### src/rtl/ebike_pkg.sv
// Shared types and constants for the e-bike cadence path.
// Holds the cadence FSM encoding, counter widths and a saturating-increment helper.
package ebike_pkg;

  typedef enum logic {CAD_IDLE, CAD_RUN} cad_state_t;

  localparam int CAD_PRE_W      = 10;
  localparam int CAD_PRE_FAST_W = 4;
  localparam int CAD_PER_W      = 8;

  // Adds a single bit to a period-width value, holding at all-ones.
  function automatic logic [CAD_PER_W-1:0] sat_inc(
    input logic [CAD_PER_W-1:0] val,
    input logic                 inc
  );
    if (&val) begin
      return val;
    end
    return val + {{(CAD_PER_W-1){1'b0}}, inc};
  endfunction

endpackage

### src/rtl/cadence_avg4.sv
// Running mean of the last four cadence periods, with the new sample included combinationally.
// Three stored samples plus the incoming one form the four-sample window; preload fills the window.
module cadence_avg4
  import ebike_pkg::*;
(
  input  logic                 clk,
  input  logic                 rst_n,
  input  logic [CAD_PER_W-1:0] sample_i,
  input  logic                 load_i,
  input  logic                 preload_i,
  output logic [CAD_PER_W-1:0] avg_o
);

  localparam int HIST_D = 3;

  logic [CAD_PER_W-1:0] hist_q [HIST_D];
  logic [CAD_PER_W+1:0] sum;

  always_comb begin
    if (preload_i) begin
      sum = {sample_i, 2'b00};
    end else begin
      sum = {2'b00, sample_i} + {2'b00, hist_q[0]} + {2'b00, hist_q[1]} + {2'b00, hist_q[2]};
    end
    avg_o = sum[CAD_PER_W+1:2];
  end

  always_ff @(posedge clk or negedge rst_n) begin
    if (!rst_n) begin
      for (int i = 0; i < HIST_D; i++) begin
        hist_q[i] <= '0;
      end
    end else if (load_i) begin
      if (preload_i) begin
        for (int i = 0; i < HIST_D; i++) begin
          hist_q[i] <= sample_i;
        end
      end else begin
        hist_q[0] <= sample_i;
        hist_q[1] <= hist_q[0];
        hist_q[2] <= hist_q[1];
      end
    end
  end

endmodule

### src/rtl/cadence_meas.sv
// Pedal-cadence period measurement and pedaling/not-pedaling sequencing.
// Optional macro CADENCE_AVG_EN publishes a 4-sample running mean instead of the raw period.
module cadence_meas
  import ebike_pkg::*;
#(
  parameter bit                   FAST_SIM    = 1'b0,
  parameter logic [CAD_PER_W-1:0] STALL_TICKS = 8'd255
) (
  input  logic                 clk,
  input  logic                 rst_n,
  input  logic                 cadence_filt,
  output logic                 cadence_rise,
  output logic                 per_vld,
  output logic [CAD_PER_W-1:0] cadence_per,
  output logic                 not_pedaling
);

  // per_vld is a one-cycle strobe with no ready: the consumer must take cadence_per
  // in that cycle; cadence_per then holds until the next strobe or a stall.

  cad_state_t           state_q, state_d;
  logic                 cad_ff_q;
  logic [CAD_PRE_W-1:0] pre_q, pre_d;
  logic [CAD_PER_W-1:0] tick_cnt_q, tick_cnt_d;
  logic                 rise_q;
  logic                 per_vld_q, per_vld_d;
  logic [CAD_PER_W-1:0] per_q, per_d;
  logic                 rise;
  logic                 tick;
  logic [CAD_PER_W-1:0] meas;
  logic [CAD_PER_W-1:0] per_sample;

  assign rise = cadence_filt & ~cad_ff_q;

  always_comb begin
    if (FAST_SIM) begin
      tick = &pre_q[CAD_PRE_FAST_W-1:0];
    end else begin
      tick = &pre_q;
    end
  end

  // A tick landing on the edge cycle belongs to the period that is ending.
  assign meas       = sat_inc(tick_cnt_q, tick);
  assign pre_d      = rise ? '0 : pre_q + {{(CAD_PRE_W-1){1'b0}}, 1'b1};
  assign tick_cnt_d = rise ? '0 : sat_inc(tick_cnt_q, tick);

`ifdef CADENCE_AVG_EN
  logic first_q;
  logic avg_load;
  logic [CAD_PER_W-1:0] avg;

  assign avg_load = (state_q == CAD_RUN) && rise;

  cadence_avg4 u_avg (
    .clk       (clk),
    .rst_n     (rst_n),
    .sample_i  (meas),
    .load_i    (avg_load),
    .preload_i (first_q),
    .avg_o     (avg)
  );

  // Marks that the next valid period is the first since leaving idle.
  always_ff @(posedge clk or negedge rst_n) begin
    if (!rst_n) begin
      first_q <= 1'b0;
    end else if ((state_q == CAD_IDLE) && rise) begin
      first_q <= 1'b1;
    end else if (avg_load) begin
      first_q <= 1'b0;
    end
  end

  assign per_sample = avg;
`else
  assign per_sample = meas;
`endif

  always_comb begin
    state_d   = state_q;
    per_vld_d = 1'b0;
    per_d     = per_q;
    case (state_q)
      CAD_IDLE: begin
        if (rise) begin
          state_d = CAD_RUN;
        end
      end
      CAD_RUN: begin
        // An edge on the stall cycle still counts as a period.
        if (rise) begin
          per_vld_d = 1'b1;
          per_d     = per_sample;
        end else if (tick_cnt_q == STALL_TICKS) begin
          state_d = CAD_IDLE;
          per_d   = '1;
        end
      end
    endcase
  end

  always_ff @(posedge clk or negedge rst_n) begin
    if (!rst_n) begin
      cad_ff_q   <= 1'b0;
      pre_q      <= '0;
      tick_cnt_q <= '0;
      state_q    <= CAD_IDLE;
      rise_q     <= 1'b0;
      per_vld_q  <= 1'b0;
      per_q      <= '1;
    end else begin
      cad_ff_q   <= cadence_filt;
      pre_q      <= pre_d;
      tick_cnt_q <= tick_cnt_d;
      state_q    <= state_d;
      rise_q     <= rise;
      per_vld_q  <= per_vld_d;
      per_q      <= per_d;
    end
  end

  assign cadence_rise = rise_q;
  assign per_vld      = per_vld_q;
  assign cadence_per  = per_q;
  assign not_pedaling = (state_q == CAD_IDLE);

endmodule

### config.mk
export PLATFORM = sky130hd
export DESIGN_NAME = cadence_meas
export DESIGN_NICKNAME = d
export VERILOG_FILES = /design/src/rtl/ebike_pkg.sv /design/src/rtl/cadence_avg4.sv /design/src/rtl/cadence_meas.sv
export SDC_FILE = /design/constraint.sdc
export NUM_CORES = 1
export LEC_CHECK = 0
export ABC_AREA = 1
export CORE_ASPECT_RATIO = 0.7
export CORE_MARGIN = 1
export CORE_UTILIZATION = 45
export DETAILED_ROUTE_END_ITERATION = 10
export PLACE_DENSITY = 0.68
export SLEW_MARGIN = 5
export SYNTH_ARGS = -nofsm -noshare
export SYNTH_HDL_FRONTEND = slang
export SYNTH_SLANG_ARGS = --single-unit
### constraint.sdc
create_clock -name clk -period 2.01 [get_ports clk]
set_input_delay 0.603 -clock clk [delete_from_list [all_inputs] [get_ports clk]]
set_output_delay 0.603 -clock clk [all_outputs]
set_load 0.05 [all_outputs]
# Word level (Yosys, flattened, before mapping)
# Index checks and enable logic that the tools add are counted.
# totals
ff_bits,30
inputBits,3
wordCells,29
output_inout_bits,11
# classes
mux,12
reduce_logical,4
eq_ne,1
addsub,2
n_bitwise,3
# op_table
cell,count
two-way mux 8 bit,5
"adder 10 x 1 -> 10 bit, second input constant",1
two-way mux 10 bit,1
AND reduction 10 bit,1
adder 8 x 1 -> 8 bit,1
"equality test 8 bit, second input constant",1
AND reduction 8 bit,1
two-way mux 1 bit,5
NOT 1 bit,2
one-hot mux 1 bit (2 select lines),1
AND reduction 2 bit,1
nonzero test 2 bit,1
bitwise AND 1 bit,1

# Logic depth before layout (Yosys ltp)
# logic_depth
ltp_word,4
mapped_depth,15
mapped_depth_nobuf,15

# Worst setup path after synthesis
# Ideal clock, no wire load.
# synth_timing
path_kind,register to register
startpoint,register pre_q[0]
endpoint,"register per_q[5], in the netlist cadence_per[5]"
n_path_buf,0
required_ps,1934
period_less_slack_ps,1932
t_arrival_ps,1856
path_slack_ps,78
setup_ps,76
stages_incl_launch_ff,14
path_cell_list,dfrtp_1 > ha_1 > nand2_1 > nor2_1 > nand2_1 > nor2_1 > nand2_1 > nor2_1 > ha_1 > nand3_1 > o21ai_1 > nand3_2 > nor2_1 > nor2_1
# synth_via
elab_chain_len,4
# synth_lines
element,line,rtl
start: declaration,cadence_meas.sv:23,"logic [CAD_PRE_W-1:0] pre_q, pre_d;"
start signal: assignment,cadence_meas.sv:114,pre_q <= pre_d;
AND reduction 10 bit,cadence_meas.sv:39,tick = &pre_q;
adder 8 x 1 -> 8 bit,ebike_pkg.sv:19,"return val + {{(CAD_PER_W-1){1'b0}}, inc};"
two-way mux 8 bit,ebike_pkg.sv:19,
two-way mux 8 bit,cadence_meas.sv:92,if (rise) begin
end signal: assignment,cadence_meas.sv:119,per_q <= per_d;
end: declaration,cadence_meas.sv:27,"logic [CAD_PER_W-1:0] per_q, per_d;"
# Every way passes these cells.
# A chain may end at the register's enable or synchronous reset.

# Worst setup path after layout
# layout_timing
startpoint,register pre_q[1]
endpoint,"register per_q[2], in the netlist cadence_per[2]"
# Same word-level chain as after synthesis.

==> qor.csv <==
metric;value;unit
Worst EP required;2190;ps
placed insts;219;
slowest stage cell, crit path;dfrtp_1;
slowest stage delay, CP;350;ps
hold_ws;496.5;ps
vias in the first global route;1205;
First-pass DRT Iterations;4;
Critical Path Source;pre_q[1];
fmax;475.6;MHz
core area;2903;µm²
sw power;378.0;µW
R2R Path Start;pre_q[1];
failing checks;negative setup slack;
setup violators final;8;
Final min period;2102;ps
FP Rows;16;
cell-internal power;1.139;mW
PD cells;758.5;nW/µm²
Top Family by Delay on Critical Path;simple AND/OR/NAND/NOR gates;
initial core utilization;48.84;%
sequential group share of total power;45.4;%
run status;finished, violations left;
skew final;4.924;ps
largest net degree at the start of global routing;31;
remaining global-route overflow;0;
Vias per Instance;5.252;
syn nets;169;
reg2reg setup slack;-90;ps
Max Cap Violations;0;
Slew Viols, Final;0;
H-tree depth;2;
worst slew pin tran;391.8;ps
Reg-to-Reg End;cadence_per[2];
adder-cell share of the synthesized area;2.648;%
Critical Path Stages;12;
Worst EP arrival;2280;ps
Max-slew headroom;73.88;%
hold buffers post-CTS;0;
Seq cells post-synth;30;
Seq/Total Area, Yosys;53.66;%
Antenna Nets Post-Route;0;
HP Class;reg2reg;
largest area contributor in the netlist;dfrtp_1;
WP buf/inv;1;
Avg Cell Area, Syn;8.697;µm²
crit-path cells;ha_2, nand2_2, nor2_4, nand2_2, nor2_4, nand2_2, nor2_4, ha_4, nand2_4, buf_4, xor2_1, o211ai_1;
Clock Sink Count;30;
fin cells;238;
switch share;24.92;%
worst-path fanout max;3;
Yosys cell types;25;
Synth Area in Compound Gates;8.650;%
Clk pin slew, worst setup/hold paths;60;ps
combinational family with the most area after synthesis;simple AND/OR/NAND/NOR gates;
WL/cell;15.95;µm
post-synthesis xor/xnor area fraction;2.471;%
Critical Path End Type;register;
CTS max path bufs;2;
post-detail-place hpwl;2158;µm
endpoints failing hold;0;
CTS tree;built;
final worst path period share;104.6;%
Post-Syn Area;1418;µm²
Remaining DRCs;0;
simple-gate share of the synthesized area;24.71;%
full die area;3382;µm²
die height;48.96;µm
clk_lat worst skew;280;ps
post-synthesis mux area share;0;%
drt total wl;3797;µm
Core Util, Final;68.88;%
vias;1250;
Worst VDD drop;685.4;µV
combinational share of power;15.8;%
Leak;0.9697;nW
r2r worst-path depth;12;
Ys Warns;0;
Num CTS Buffers;5;
IO Pins;14;
Antenna Cells;0;
nets;207;
initial antenna violation count;0;
post-route setup slack;-92.42;ps
area added between synthesis and finish;41.04;%
Routability Congestion;0.8719;
total global-route track usage;22.34;%
power share of the clock group;38.7;%
Mapped Cells;163;
Setup crit end;cadence_per[2];
most common cell after layout, fill and taps aside;nand2_1;
CP Launch Type;register;
share of cells above drive strength 1;35.15;%
DR iter-0 viols;109;
number of fill cells in the layout;208;
RSZ-0062 raised after global routing;true;
global-route wire length before repair;5727;µm
Buffers on Ports;13;
Root Driver;clkbuf_8;
top cells by area, synth;dfrtp_1 39%, dfstp_2 15%, nand2_1 8.7%;
area share of the largest cell type after synthesis;38.83;%
critical path class;reg2reg;
die width;69.09;µm
most frequent cells in the layout;28 x nand2_1, 24 x buf_4, 22 x nor2_1, 22 x dfrtp_1, 21 x inv_1;
-- cell usage after synthesis --
cell type and n:
a21oi_1 9, a31oi_1 2, buf_1 1, buf_6 1, clkbuf_8 1, clkinv_1 1, dfrtp_1 22, dfstp_2 8
ha_1 3, inv_1 21, nand2_1 33, nand2_2 2, nand3_1 9, nand3_2 2, nand3b_1 1, nand4_1 1
nand4_2 1, nor2_1 28, nor2_2 1, nor2_4 1, o211ai_1 3, o21ai_0 6, o21ai_1 1, o21bai_1 1
xor2_1 4
-- worst reg2reg max path, delay by kind of cell (launching register included) --
family,cells,cell delay [ps]
AO/OA/AOI/OAI,1,250
buffers and inverters,1,150
adder cells (fa/ha/maj),2,360
XOR/XNOR,1,160
flip-flops,1,350
AND/OR/NAND/NOR,7,750
-- worst min-delay path by stage --
stage | startpoint | end | slack [ps] | cells past startpoint
4_1_cts | pre_q[5] | pre_q[5] | 500 | 1
3_3_place_gp | pre_q[5] | pre_q[5] | 480 | 1
6_report | pre_q[5] | pre_q[5] | 500 | 1
2_1_floorplan | rst_n | cad_ff_q | 310 | 0
5_1_grt | pre_q[6] | pre_q[6] | 540 | 2
3_5_place_dp | pre_q[6] | pre_q[6] | 490 | 2
-- stage by stage --
| stage | TNS (ps) | setup slack, ps | area (µm²) | power, mW |
|---|---|---|---|---|
| 2_1_floorplan | 0 | 78.18 | 1418 | 0.7962 |
| 6_report | -408.9 | -92.42 | 1999 | 1.517 |
| 4_1_cts | -19.88 | -7.970 | 1902 | 1.494 |
| 5_1_grt | -2106 | -224.1 | 1999 | 1.582 |
| 3_5_place_dp | -159.0 | -61.41 | 1712 | 0.9069 |
| 3_3_place_gp | 0 | 20.38 | 1712 | 0.8979 |
-- sequential cells by signal, summed over array words and instances, names as in the netlist --
register and flops:
cad_ff_q 1, cadence_per 8, cadence_rise 1, per_vld 1
pre_q 10, state_q 1, tick_cnt_q 8
-- what timing repair did --
item / in CTS / in global routing
endpoints found under the setup margin: 11 / 16
setup buffers: 7 / 4
pin swaps: 1 / 13
gates resized for setup: 11 / 15
-- kinds of logic after synthesis --
kind of cell,Yosys count
and+or+nand+nor,79
xor gates and xnor gates,4
adders and majority gates,3
AOI/OAI and AO/OA,22
buffers and inverters,25
DFF,30
-- power groups by stage --
stage / Clock, mW / Sequential, mW / Combinational, mW
final: 0.587 / 0.689 / 0.240
after global routing: 0.620 / 0.694 / 0.267
after CTS: 0.592 / 0.687 / 0.216
after detailed placement: 0 / 0.696 / 0.211
after global placement: 0 / 0.693 / 0.205
after floorplan: 0 / 0.730 / 0.0658
-- per-layer routing --
layer | share of wire (%) | vias up | GRT usage, %
met5 | 0 | - | 0
met4 | 1.7 | 0 | 7.823
met3 | 7.7 | 10 | 6.405
met2 | 48 | 52 | 35.11
met1 | 43 | 596 | 29.77
li1 | - | 592 | -
-- layout make-up --
class / instances / area [µm²] / area share [%]
clock buffers: 7 / 76.32 / 3.817
clock inverters: 1 / 30.03 / 1.502
inverters: 22 / 82.58 / 4.130
multi-input cells: 108 / 644.4 / 32.23
flip-flops and latches: 30 / 760.7 / 38.05
well taps: 36 / 45.04 / 2.253
repair buffers: 34 / 360.3 / 18.02
(Power assumes the default switching activity.)
